## src/rtl/radixn_serial_adder_if.sv

```systemverilog
// radixn_serial_adder_if
//   Operand/result bundle for the digit-serial radix-N adder/subtractor.
//   master : operand source (switch/operand registers) - drives start,
//            mode, inA, inB, Cin; observes busy, done, out0, out1, err.
//   slave  : the adder itself - the mirror image of master.
//   Digit i of any multi-digit bus lives at [i*W +: W], W = $clog2(RADIX).
interface radixn_serial_adder_if #(
    parameter int RADIX  = 9,
    parameter int DIGITS = 4
);
    localparam int W = $clog2(RADIX);

    logic                start;
    logic                mode;
    logic [DIGITS*W-1:0] inA;
    logic [DIGITS*W-1:0] inB;
    logic                Cin;
    logic                busy;
    logic                done;
    logic [DIGITS*W-1:0] out0;
    logic                out1;
    logic                err;

    modport master (
        output start, mode, inA, inB, Cin,
        input  busy, done, out0, out1, err
    );

    modport slave (
        input  start, mode, inA, inB, Cin,
        output busy, done, out0, out1, err
    );
endinterface

```

## src/rtl/radixn_serial_adder.sv

```systemverilog
// radixn_serial_adder
//   Digit-serial adder/subtractor, one digit per clock, LSD first.
//   Add:      out0 = A + B + Cin, out1 = carry-out.
//   Subtract: out0 = A - B - Cin (radix-complement wrapped),
//             out1 = borrow-out (1 when A < B + Cin).
//   Operands holding a digit >= RADIX raise err and force a zero result.
// Ports
//   clk : rising-edge clock
//   rst : synchronous active-high reset, overrides everything
//   bus : slave side of radixn_serial_adder_if
//         start/mode/inA/inB/Cin sampled on an accepted start (IDLE/DONE),
//         busy high during RUN, done a one-cycle pulse in DONE,
//         out0/out1/err held until the next accepted start.
module radixn_serial_adder #(
    parameter int RADIX  = 9,
    parameter int DIGITS = 4
) (
    input  logic                 clk,
    input  logic                 rst,
    radixn_serial_adder_if.slave bus
);
    localparam int W     = $clog2(RADIX);
    localparam int IDX_W = (DIGITS > 1) ? $clog2(DIGITS) : 1;

    localparam logic [W:0]       RAD_EXT  = (W+1)'(RADIX);
    localparam logic [W-1:0]     RAD_M1   = W'(RADIX - 1);
    localparam logic [IDX_W-1:0] LAST_IDX = IDX_W'(DIGITS - 1);

    typedef enum logic [1:0] {
        IDLE,
        RUN,
        DONE
    } state_t;

    state_t state, state_nxt;

    logic [DIGITS*W-1:0] a_sh;
    logic [DIGITS*W-1:0] b_sh;
    logic                mode_q;
    logic                c_q;
    logic [IDX_W-1:0]    idx;
    logic [DIGITS*W-1:0] out0_q;
    logic                out1_q;
    logic                err_q;

    logic                accept;
    logic                err_in;
    logic [W-1:0]        a_d;
    logic [W-1:0]        b_d;
    logic [W-1:0]        b_eff;
    logic [W:0]          sum;
    logic [W:0]          sum_wrap;
    logic                c_nxt;
    logic [W-1:0]        dig;

    // start is only honoured outside RUN; no queueing.
    assign accept = bus.start && (state != RUN);

    // ------------------------------------------------------------------
    // FSM: state register
    // ------------------------------------------------------------------
    always_ff @(posedge clk) begin
        if (rst) begin
            state <= IDLE;
        end else begin
            state <= state_nxt;
        end
    end

    // ------------------------------------------------------------------
    // FSM: next-state logic
    // ------------------------------------------------------------------
    always_comb begin
        state_nxt = state;
        case (state)
            IDLE: if (bus.start) state_nxt = RUN;
            RUN:  if (idx == LAST_IDX) state_nxt = DONE;
            DONE: state_nxt = bus.start ? RUN : IDLE;
            default: state_nxt = IDLE;
        endcase
    end

    // ------------------------------------------------------------------
    // FSM: outputs
    // ------------------------------------------------------------------
    always_comb begin
        bus.busy = 1'b0;
        bus.done = 1'b0;
        case (state)
            RUN:     bus.busy = 1'b1;
            DONE:    bus.done = 1'b1;
            default: ;
        endcase
        bus.out0 = out0_q;
        bus.out1 = out1_q;
        bus.err  = err_q;
    end

    // ------------------------------------------------------------------
    // Illegal-digit detection over both incoming operands.
    // Compared in W+1 bits so RADIX = 2**W never flags.
    // ------------------------------------------------------------------
    always_comb begin
        err_in = 1'b0;
        for (int unsigned i = 0; i < DIGITS; i++) begin
            if ({1'b0, bus.inA[i*W +: W]} >= RAD_EXT) err_in = 1'b1;
            if ({1'b0, bus.inB[i*W +: W]} >= RAD_EXT) err_in = 1'b1;
        end
    end

    // ------------------------------------------------------------------
    // Digit datapath. Operands are shifted right each RUN cycle so the
    // current digit always sits in the low field.
    // ------------------------------------------------------------------
    always_comb begin
        a_d      = a_sh[W-1:0];
        b_d      = b_sh[W-1:0];
        b_eff    = mode_q ? (RAD_M1 - b_d) : b_d;
        sum      = {1'b0, a_d} + {1'b0, b_eff} + {{W{1'b0}}, c_q};
        sum_wrap = sum - RAD_EXT;
        c_nxt    = (sum >= RAD_EXT);
        dig      = c_nxt ? sum_wrap[W-1:0] : sum[W-1:0];
    end

    // ------------------------------------------------------------------
    // Operand latch, running carry, digit index and result registers.
    // Subtract is A + (RADIX-1-B) + ~Cin; the final carry is inverted to
    // report a borrow.
    // ------------------------------------------------------------------
    always_ff @(posedge clk) begin
        if (rst) begin
            a_sh   <= '0;
            b_sh   <= '0;
            mode_q <= 1'b0;
            c_q    <= 1'b0;
            idx    <= '0;
            out0_q <= '0;
            out1_q <= 1'b0;
            err_q  <= 1'b0;
        end else if (accept) begin
            a_sh   <= bus.inA;
            b_sh   <= bus.inB;
            mode_q <= bus.mode;
            c_q    <= bus.mode ? ~bus.Cin : bus.Cin;
            idx    <= '0;
            out0_q <= '0;
            out1_q <= 1'b0;
            err_q  <= err_in;
        end else if (state == RUN) begin
            a_sh <= a_sh >> W;
            b_sh <= b_sh >> W;
            c_q  <= c_nxt;
            idx  <= idx + 1'b1;
            // With err set the fields stay at the zero written on start.
            if (!err_q) begin
                for (int unsigned i = 0; i < DIGITS; i++) begin
                    if (idx == IDX_W'(i)) out0_q[i*W +: W] <= dig;
                end
            end
            if (idx == LAST_IDX) begin
                out1_q <= err_q ? 1'b0 : (mode_q ? ~c_nxt : c_nxt);
            end
        end
    end
endmodule
```

## src/flat_wrapper.sv

```systemverilog
// flat-port wrapper written by rule: the top's interface ports become plain ports
module radixn_serial_adder_flat 
#(
    parameter int RADIX  = 9,
    parameter int DIGITS = 4
)
  (clk, rst, bus_start, bus_mode, bus_inA, bus_inB, bus_Cin, bus_busy, bus_done, bus_out0, bus_out1, bus_err);
  radixn_serial_adder_if #(.RADIX(RADIX), .DIGITS(DIGITS)) bus_i ();
  input  logic clk;
  input  logic rst;
  input wire logic [$bits(bus_i.start)-1:0] bus_start;
  input wire logic [$bits(bus_i.mode)-1:0] bus_mode;
  input wire logic [$bits(bus_i.inA)-1:0] bus_inA;
  input wire logic [$bits(bus_i.inB)-1:0] bus_inB;
  input wire logic [$bits(bus_i.Cin)-1:0] bus_Cin;
  output wire logic [$bits(bus_i.busy)-1:0] bus_busy;
  output wire logic [$bits(bus_i.done)-1:0] bus_done;
  output wire logic [$bits(bus_i.out0)-1:0] bus_out0;
  output wire logic [$bits(bus_i.out1)-1:0] bus_out1;
  output wire logic [$bits(bus_i.err)-1:0] bus_err;
  assign bus_i.start = bus_start;
  assign bus_i.mode = bus_mode;
  assign bus_i.inA = bus_inA;
  assign bus_i.inB = bus_inB;
  assign bus_i.Cin = bus_Cin;
  assign bus_busy = bus_i.busy;
  assign bus_done = bus_i.done;
  assign bus_out0 = bus_i.out0;
  assign bus_out1 = bus_i.out1;
  assign bus_err = bus_i.err;
  radixn_serial_adder #(.RADIX(RADIX), .DIGITS(DIGITS)) u_core (.clk(clk), .rst(rst), .bus(bus_i));
endmodule
```

## config.mk

```make
export PLATFORM = sky130hd
export DESIGN_NAME = radixn_serial_adder_flat
export DESIGN_NICKNAME = d
export VERILOG_FILES = /design/src/rtl/radixn_serial_adder_if.sv /design/src/rtl/radixn_serial_adder.sv /design/src/flat_wrapper.sv
export SDC_FILE = /design/constraint.sdc
export NUM_CORES = 1
export LEC_CHECK = 0
export ABC_AREA = 1
export BUFFER_PORTS_ARGS = -buffer_cell sky130_fd_sc_hd__buf_4
export CORE_MARGIN = 3
export CORE_UTILIZATION = 50
export CTS_BUF_LIST = sky130_fd_sc_hd__clkbuf_4 sky130_fd_sc_hd__clkbuf_8
export DETAILED_ROUTE_END_ITERATION = 6
export PLACE_DENSITY = 0.72
export SLEW_MARGIN = 25
export SYNTH_ARGS = -nofsm -noshare
export SYNTH_HDL_FRONTEND = slang
export SYNTH_SLANG_ARGS = --single-unit
```

## constraint.sdc

```tcl
create_clock -name clk -period 3.4 [get_ports clk]
set_input_delay 0.68 -clock clk [delete_from_list [all_inputs] [get_ports clk]]
set_output_delay 0.68 -clock clk [all_outputs]
set_load 0.005 [all_outputs]
```

After elaboration in Yosys (flattened, before gate mapping)
Index checks and enable logic that the tools add are counted.
Cells by class
  magnitude comparators: 9
  eq/ne operators: 8
  reduce and logical (&&, ||, !) cells: 11
  bitwise gates (word level): 3
  muxes and demuxes: 25
  add/subtract/negate cells: 5
Operator list (count)
  16-bit 2-to-1 mux: 4
  4-bit >= comparator (second input constant): 8
  1-bit 2-to-1 mux: 16
  3-bit AND reduction: 4
  4-bit 2-to-1 mux: 2
  2-bit == test (second input constant): 3
  2-bit one-hot mux with 3 select lines: 1
  4-bit by 4-bit adder with 5-bit output: 1
  5-bit by 1-bit adder with 5-bit output: 1
  5-bit by 4-bit >= comparator with 1-bit output (second input constant): 1
  2-bit by 1-bit == test with 1-bit output (second input constant): 2
  2-bit zero test: 2
  2-bit 2-to-1 mux: 2
  2-bit inequality test (second input constant): 2
  2-bit AND reduction: 2
  4-bit subtractor (first input constant): 1
  4-bit subtractor (second input constant): 1
  1-bit inverter: 3
  2-bit by 1-bit adder with 2-bit output (second input constant): 1
  2-bit by 1-bit inequality test with 1-bit output (second input constant): 1
  2-bit nonzero test: 1
  2-bit OR reduction: 1
  1-bit logical AND: 1
Word-level totals
  output and inout port bits: 20
  word-level logic and storage cells: 73
  register bits after elaboration: 56

Logic depth before layout (Yosys ltp)
Gate-level depths: netlist (run 1).
  word-level depth: 9
  depth in mapped cells: 16
  depth with buffers taken out: 16

Least setup slack after synthesis (run 1)
No wires, ideal clock.
  path kind: reg2reg
  from: register u_core.b_sh[0]
  to: register u_core.out0_q[13], in the netlist u_core.bus.out0[13]
  arrival time: 2.208 ns
  stages on the path, launching flop included: 16
  buffers on the path: 0
  clock period less this slack: 2.316 ns
  path slack: 1.084 ns
  setup time: 0.109 ns
  data required time: 3.291 ns
  cell sequence: dfxtp_1 -> inv_1 -> ha_1 -> nand2_1 -> o21ai_0 -> inv_1 -> fa_1 -> inv_1 -> nor2_1 -> nand3_1 -> nand3_2 -> nand2_4 -> nand2_1 -> nand3_1 -> nand2_1 -> inv_1
On the way
  word-level cells in the longest chain between the ends: 6
  elaborated cells on any way between the ends: 7
Ends and longest elaborated chain
  start, declared: line radixn_serial_adder.sv:38  | logic [DIGITS*W-1:0] b_sh;
  start signal, assigned: line radixn_serial_adder.sv:142  | b_sh <= bus.inB;
  start signal, assigned: line radixn_serial_adder.sv:151  | b_sh <= b_sh >> W;
  4-bit subtractor: line radixn_serial_adder.sv:118  | b_eff = mode_q ? (RAD_M1 - b_d) : b_d;
  4-bit 2-to-1 mux (*): line radixn_serial_adder.sv:118
  4-bit by 4-bit adder with 5-bit output (*): line radixn_serial_adder.sv:119  | sum = {1'b0, a_d} + {1'b0, b_eff} + {{W{1'b0}}, c_q};
  5-bit by 1-bit adder with 5-bit output (*): line radixn_serial_adder.sv:119
  4-bit subtractor or 5-bit by 4-bit >= comparator with 1-bit output (tied branches): line radixn_serial_adder.sv:120, radixn_serial_adder.sv:121
  4-bit 2-to-1 mux (*): line radixn_serial_adder.sv:122  | dig = c_nxt ? sum_wrap[W-1:0] : sum[W-1:0];
  end signal, assigned by index: line radixn_serial_adder.sv:157  | if (idx == IDX_W'(i)) out0_q[i*W +: W] <= dig;
  end, declared: line radixn_serial_adder.sv:42  | logic [DIGITS*W-1:0] out0_q;
Mark *: on every way between the ends. The rest lies on a longest branch, timed or not.
A chain may end at the register's enable or synchronous reset.

Worst setup path after layout (run 1)
  from: register u_core.b_sh[0]
  to: register u_core.out0_q[0], in the netlist u_core.bus.out0[0]
The elaborated chain is that of the path after synthesis.

==> key figures, run 1 <==
Run status
  – Outcome: finished clean

Timing
  – Endpoints failing setup: 0
  – Final total negative setup slack: 0 ps
  – Slew at the pin closest to its max-slew limit: 634 ps
  – Tcrit/Tclk final: 0.751
  – Highest Clock Rate: 392 MHz
  – Final Hold Vio Count: 0
  – Tmin final: 2550 ps
  – Slew Viols, Final: 0
  – Max-slew headroom: 0.577
  – Clock tree skew after final layout: 9.54 ps
  – Setup repair after global routing missed its margin: no
  – Post-route setup slack: 846 ps

GRT
  – Vias in the first global route: 2558
  – Total routing resource utilization after global routing: 0.195
  – Initial antenna violation count: 0
  – Global route overflow: 0
  – Wire length of the first global-routing pass: 11400 um
  – Largest net degree at the start of global routing: 26

Route
  – Final routed wire length divided by cell count: 12.0 um
  – First-pass iteration count of the detailed router: 5
  – Number of design-rule violations left by the first detailed-router iteration: 179
  – DRC violation count after routing: 0
  – Detailed-route via count: 2708
  – Number of nets with antenna violations after detailed routing: 0
  – Routed wire length: 6600 um
  – Drt via density: 4.91

Logic synthesis
  – Sequential area share after synthesis: 0.378
  – Number of synthesized flops with an enable pin: 0
  – Mapped Avg Cell Area: 6.95 um^2
  – Most frequent cell after synthesis: nand2_1
  – Synthesized cell area: 2970 um^2
  – Largest family of logic cells by synthesized area: simple AND/OR/NAND/NOR gates
  – Cells after Synth: 427
  – Synth Area in Adders: 0.0556
  – Net count after synthesis: 476
  – Proportion of register bits with asynchronous set or reset after synthesis: 0
  – Xor and xnor fraction of the mapped netlist area: 0.00590
  – Cell variety after synth: 33
  – Multiplexer fraction of the synthesized cell area: 0
  – Yosys synthesis warning count: 0
  – Register bit count reported by yosys: 56
  – Simple-gate share of the synthesized area: 0.290
  – Top cells by count, synth: nand2_1, inv_1, dfxtp_1, nor2_1, nand3_1
  – Top cells by area in the synthesized netlist: dfxtp_1, nand2_1, inv_1
  – Cell accounting for the most synthesized area: dfxtp_1
  – Area fraction in compound gates after synthesis: 0.124
  – Area share of the largest cell type after synthesis: 0.378
  – Prevailing post-synth register cell: dfxtp_1

Cells and area
  – Syn-to-layout area delta: 18.8%
  – Antenna Diode Count: 0
  – Number of nets at the end of the flow: 527
  – Layout cell share with drive strength beyond 1: 0.188
  – Final standard cell area without fillers: 3530 um^2

Worst setup path
  – Reg-to-reg setup timing slack: 850 ps
  – Delay of the slowest cell on the worst path: 570 ps
  – CP max FO: 6
  – Worst EP required: 3620 ps
  – Critical path data arrival time: 2780 ps
  – Critical Path Most Common Cell: inv_1
  – Worst path top cell family by delay: adder cells
  – Highest-delay cell along the critical path: fa_1
  – Critical setup path kind: flop to flop
  – R2r worst-path depth: 15
  – Sequence of cells on the critical path: inv_1 -> ha_1 -> nand2_1 -> o21ai_0 -> inv_1 -> fa_1 -> inv_1 -> nor2_1 -> nand3_1 -> nand3_2 -> nand2_4 -> nand2_1 -> nand3_1 -> nand2_1 -> inv_1
  – Origin of the critical flop-to-flop path: u_core.b_sh[0]$_SDFFE_PP0P_
  – CP Buf/Inv Count: 4
  – Capture point of the worst reg-to-reg path: u_core.bus.out0[0]$_SDFFE_PP0P_
  – Type of origin of the critical path: flop
  – Type of element capturing the critical path: flop

Clock tree
  – Number of sinks on the clock net: 56
  – Clock edge transition at the registers on the reported setup and hold paths: 100 ps
  – Later-pin clock latency in the skew report: 310 ps
  – Buffers from clock root to sink, at most: 2
  – CTS Root Buffer Type: clkbuf_8
  – Maximum level of the CTS H-tree: 2
  – Count of hold-fix buffers inserted at cts: 0
  – Setup Buffers After CTS: 0
  – Number of CTS-inserted buffers: 5
  – Total of cells resized after clock tree synthesis: 0
  – CTS tree: done

Min path
  – Worst hold path class: flop to flop
  – Worst min-delay path startpoint: u_core.b_sh[14]$_SDFFE_PP0P_
  – Hold path depth: 2
  – Min-Delay Endpoint: u_core.b_sh[14]$_SDFFE_PP0P_

Place
  – Cell Area, Placed: 3420 um^2
  – HPWL after detailed placement: 5010 um
  – Setup slack at placement: 855 ps
  – Input/output buffers: 56
  – Placer's final routability congestion estimate: 0.864

Die
  – Area of the die: 6900 um^2
  – Count of standard-cell rows: 27
  – Chip width: 83.0 um
  – Die height: 83.0 um
  – Core area: 5640 um^2
  – # IOs: 57
  – Initial Utilization: 0.526

Power and ir drop
  – Cell Pwr Density: 416 nW/um^2
  – Leakage power: 1.82 nW
  – Max rail drop VDD: 264 uV

Job
  – Number of max-cap violations: 0
## worst min-delay path, delay by kind of cell (launching register included)
family             cells  cell delay [ps]
and+or+nand+nor        1               60
AOI/OAI and AO/OA      1               50
DFF                    1              320
## worst max-delay path by stage
stage | startpoint | end | slack, ps | depth (start not counted)
after global placement | u_core.b_sh[0]$_SDFFE_PP0P_ | u_core.bus.out0[1]$_SDFFE_PP0P_ | 970 | 15
after detailed placement | u_core.b_sh[0]$_SDFFE_PP0P_ | u_core.bus.out0[8]$_SDFFE_PP0P_ | 850 | 15
after global routing | u_core.b_sh[0]$_SDFFE_PP0P_ | u_core.bus.out0[0]$_SDFFE_PP0P_ | 530 | 15
final | u_core.b_sh[0]$_SDFFE_PP0P_ | u_core.bus.out0[0]$_SDFFE_PP0P_ | 850 | 15
after CTS | u_core.b_sh[0]$_SDFFE_PP0P_ | u_core.bus.out0[8]$_SDFFE_PP0P_ | 840 | 15
after floorplan | u_core.b_sh[0]$_SDFFE_PP0P_ | u_core.bus.out0[13]$_SDFFE_PP0P_ | 1080 | 15
## sequential cells by signal (all words and copies together) (netlist names)
| signal | cells |
|---|---|
| u_core.c_q | 1 |
| u_core.bus.err | 1 |
| u_core.idx | 2 |
| u_core.bus.out0 | 16 |
| u_core.b_sh | 16 |
| u_core.bus.out1 | 1 |
| u_core.mode_q | 1 |
| u_core.a_sh | 16 |
| u_core.state | 2 |
## per-layer routing
| layer | up-vias | wire, um | track usage |
|---|---|---|---|
| met4 | 0 | 87 | 0.0505 |
| met2 | 57 | 3180 | 0.332 |
| met1 | 1211 | 3060 | 0.258 |
| met3 | 10 | 268 | 0.0288 |
| li1 | 1430 | - | - |
| met5 | - | 0 | 0 |
## layout by cell type (no fill, tap or decap), types with 3 or more instances in the layout
master,netlist,routed
o211ai_1,3,3
dfxtp_1,56,56
buf_4,1,57
nand3_1,26,26
ha_1,10,10
nor3_1,3,3
inv_1,88,88
nand2_1,101,101
o22ai_1,3,3
o21ai_0,9,9
a21oi_1,16,16
clkbuf_8,0,5
nor2_4,3,3
nor2_1,43,43
clkinv_2,3,4
a31oi_1,3,3
o221ai_1,18,18
nand2_2,6,6
inv_2,5,5
## power by group
part	leakage [nW]	total (mW)	internal (mW)	switching, mW
registers	0.458	0.706	0.688	0.0180
clock network	0.0541	0.440	0.218	0.221
logic	1.31	0.321	0.121	0.200
## area by class of cell
type / instances / area (um^2)
fill: 533 / 2110
multi-input combinational: 261 / 1410
sequential: 56 / 1120
timing repair buffer: 57 / 428
inverter: 97 / 368
tap: 72 / 90.1
clock buffer: 5 / 68.8
clock inverter: 3 / 42.5
## per-stage QoR
stage / instances / power, mW / hold WS, ps / util
detailed placement: 543 / 1.04 / 455 / 0.605
CTS: 551 / 1.48 / 469 / 0.625
global placement: 543 / 1.04 / 449 / 0.605
finish: 551 / 1.47 / 467 / 0.625
global route: 551 / 1.55 / 492 / 0.625
floorplan: 427 / 0.948 / 440 / -
## kinds of logic after synthesis
kind of cell,count (synthesis)
xor+xnor,2
simple gates,192
compound gates,55
buf+inv,110
flops,56
fa+ha+maj,12
Power figures use the tool's default switching activity.
==> run 2, diff against run 1 <==
--- a/config.mk
+++ b/config.mk
@@ -11,7 +11,7 @@
 export CORE_UTILIZATION = 50
 export CTS_BUF_LIST = sky130_fd_sc_hd__clkbuf_4 sky130_fd_sc_hd__clkbuf_8
 export DETAILED_ROUTE_END_ITERATION = 6
-export PLACE_DENSITY = 0.72
+export PLACE_DENSITY = 0.75
 export SLEW_MARGIN = 25
 export SYNTH_ARGS = -nofsm -noshare
 export SYNTH_HDL_FRONTEND = slang
==> constraint.sdc (replaced) <==
create_clock -name clk -period 2.3 [get_ports clk]
set_input_delay 0.46 -clock clk [delete_from_list [all_inputs] [get_ports clk]]
set_output_delay 0.46 -clock clk [all_outputs]
set_load 0.005 [all_outputs]
==> key figures, run 2 (synthesis results as in run 1) <==
Power and ir drop
  – Max rail drop VDD: 311 uV (was 264 uV)
  – Cell Pwr Density: 603 nW/um^2 (was 416 nW/um^2)
  – Leakage power: 1.92 nW (was 1.82 nW)

Die
  – Chip width: 83.0 um (unchanged)
  – Die height: 83.0 um (unchanged)
  – Area of the die: 6900 um^2 (unchanged)
  – Core area: 5640 um^2 (unchanged)
  – Count of standard-cell rows: 27 (unchanged)
  – # IOs: 57 (unchanged)
  – Initial Utilization: 0.526 (unchanged)

Place
  – Placed insts: 552 (was 543)
  – Setup slack at placement: -167 ps (was 855 ps)
  – HPWL after detailed placement: 5210 um (was 5010 um)
  – Input/output buffers: 56 (unchanged)
  – Placer's final routability congestion estimate: 0.871 (was 0.864)

Cells and area
  – Final Util: 0.670 (was 0.625)
  – Layout cell share with drive strength beyond 1: 0.276 (was 0.188)
  – Number of nets at the end of the flow: 540 (was 527)
  – Final instance count without filler cells: 564 (was 551)
  – Most common cell after layout, fill and taps aside: nand2_1 (unchanged)
  – Most frequent cells in the layout: nand2_1, inv_1, buf_4 (unchanged)
  – Antenna Diode Count: 0 (unchanged)
  – Syn-to-layout area delta: 27.4% (was 18.8%)

Timing
  – Final Hold Vio Count: 0 (unchanged)
  – Endpoints failing setup: 18 (was 0)
  – Final total negative setup slack: -2790 ps (was 0 ps)
  – Setup repair after global routing missed its margin: yes (was no)
  – Slew at the pin closest to its max-slew limit: 623 ps (was 634 ps)
  – Tcrit/Tclk final: 1.10 (was 0.751)
  – Worst-case hold slack: 407 ps (was 467 ps)
  – Post-route setup slack: -220 ps (was 846 ps)
  – Max-slew headroom: 0.584 (was 0.577)
  – Tmin final: 2520 ps (was 2550 ps)
  – Slew Viols, Final: 0 (unchanged)
  – Clock tree skew after final layout: 15.7 ps (was 9.54 ps)
  – Highest Clock Rate: 397 MHz (was 392 MHz)

Route
  – Final routed wire length divided by cell count: 13.2 um (was 12.0 um)
  – Number of nets with antenna violations after detailed routing: 0 (unchanged)
  – Drt via density: 5.09 (was 4.91)
  – Routed wire length: 7470 um (was 6600 um)
  – Number of design-rule violations left by the first detailed-router iteration: 135 (was 179)
  – DRC violation count after routing: 0 (unchanged)
  – First-pass iteration count of the detailed router: 4 (was 5)
  – Detailed-route via count: 2872 (was 2708)

Worst setup path
  – Capture point of the worst reg-to-reg path: u_core.bus.out0[14]$_SDFFE_PP0P_ (was u_core.bus.out0[0]$_SDFFE_PP0P_)
  – Origin of the critical flop-to-flop path: u_core.mode_q$_SDFFE_PP0P_ (was u_core.b_sh[0]$_SDFFE_PP0P_)
  – Critical path data arrival time: 2770 ps (was 2780 ps)
  – Type of origin of the critical path: flop (unchanged)
  – R2r worst-path depth: 11 (was 15)
  – Origin of the worst setup path: u_core.mode_q$_SDFFE_PP0P_ (was u_core.b_sh[0]$_SDFFE_PP0P_)
  – Critical setup path kind: flop to flop (unchanged)
  – Type of element capturing the critical path: flop (unchanged)
  – CP max FO: 5 (was 6)
  – Critical path destination: u_core.bus.out0[14]$_SDFFE_PP0P_ (was u_core.bus.out0[0]$_SDFFE_PP0P_)
  – Reg-to-reg setup timing slack: -220 ps (was 850 ps)
  – Worst EP required: 2550 ps (was 3620 ps)

Job
  – Number of max-cap violations: 0 (unchanged)

Run status
  – Violated checks: setup timing
  – Outcome: finished, violations left (was finished clean)

Clock tree
  – Number of sinks on the clock net: 56 (unchanged)
  – CTS Root Buffer Type: clkbuf_8 (unchanged)
  – Later-pin clock latency in the skew report: 310 ps (about the same)
  – Buffers from clock root to sink, at most: 2 (unchanged)
  – Clock edge transition at the registers on the reported setup and hold paths: 110 ps (was 100 ps)
  – Number of CTS-inserted buffers: 5 (unchanged)
  – CTS tree: done (unchanged)
  – Maximum level of the CTS H-tree: 2 (unchanged)

GRT
  – Vias in the first global route: 2723 (was 2558)
  – Global route overflow: 0 (unchanged)
  – Initial antenna violation count: 0 (unchanged)
  – Largest net degree at the start of global routing: 26 (unchanged)
  – Wire length of the first global-routing pass: 12300 um (was 11400 um)
  – Total routing resource utilization after global routing: 0.212 (was 0.195)

Min path
  – Worst hold path class: input pin to flop (was flop to flop)
## run 2: cell count changes in the layout (fill, tap and decap cells not counted), moves of 2 or more
| cell | change |
|---|---|
| nand3_2 | +8 |
| ha_1 | -2 |
| inv_2 | +6 |
| nand2_2 | +4 |
| nand2_1 | -7 |
| inv_1 | -6 |
| nand3_1 | -11 |
| dfxtp_2 | +2 |
| buf_4 | +12 |
| nand3_4 | +3 |
| nand2_4 | +2 |
| dfxtp_1 | -2 |
## run 2: what timing repair did
action,CTS,global route
hold buffers,0,0
endpoints found under the setup margin,18,18
setup buffers,2,2
gates resized for setup,18,25
pin swaps,6,10
## run 2: how the worst min path moves through the flow
| stage | startpoint | cells after the start | to | slack [ps] |
|---|---|---|---|---|
| after floorplan | u_core.a_sh[12]$_SDFFE_PP0P_ | 2 | u_core.a_sh[12]$_SDFFE_PP0P_ | 440 |
| after global placement | u_core.a_sh[13]$_SDFFE_PP0P_ | 2 | u_core.a_sh[13]$_SDFFE_PP0P_ | 450 |
| after detailed placement | u_core.b_sh[15]$_SDFFE_PP0P_ | 2 | u_core.b_sh[15]$_SDFFE_PP0P_ | 450 |
| after CTS | bus_inA[14] | 3 | u_core.a_sh[14]$_SDFFE_PP0P_ | 400 |
| after global routing | bus_inA[14] | 3 | u_core.a_sh[14]$_SDFFE_PP0P_ | 400 |
| final | bus_inA[12] | 3 | u_core.a_sh[12]$_SDFFE_PP0P_ | 410 |
## run 2: report_power, final
part	internal (mW)	switching, mW	leakage, nW
registers	1.02	0.0287	0.458
clock network	0.247	0.329	0.0516
logic	0.263	0.395	1.41
total	1.53	0.753	1.92
## run 2: cell type report
class                      count  area (um^2)
clock inverter                 2         13.8
fill                         493         1860
inverter                      97          368
clock buffer                   6         82.6
sequential                    56         1120
multi-input combinational    261         1580
timing repair buffer          70          529
tap                           72         90.1
## run 2: metal layers
metal  GRT usage  up-vias  routed length [um]
met1       0.265     1321                3100
met5           0        -                   0
met3      0.0357       15                 352
met4      0.0609        0                 140
met2       0.375       84                3880
li1            -     1452                   -
## run 2: critical path, stage by stage (launching register included)
cell and delay [ps]:
dfxtp_1 480, inv_1 120, o21ai_0 190, o21ai_0 170
ha_1 390, nand2_1 180, nand2_1 120, a21oi_4 300
nand4_1 250, nand3_1 150, nand2_1 60, inv_1 40
## run 2: per-stage QoR
stage                     total power, mW  area (um^2)
after floorplan                      1.40         2970
after CTS                            2.23         3680
after global placement               1.57         3490
after detailed placement             1.58         3490
final                                2.28         3780
after global routing                 2.40         3780
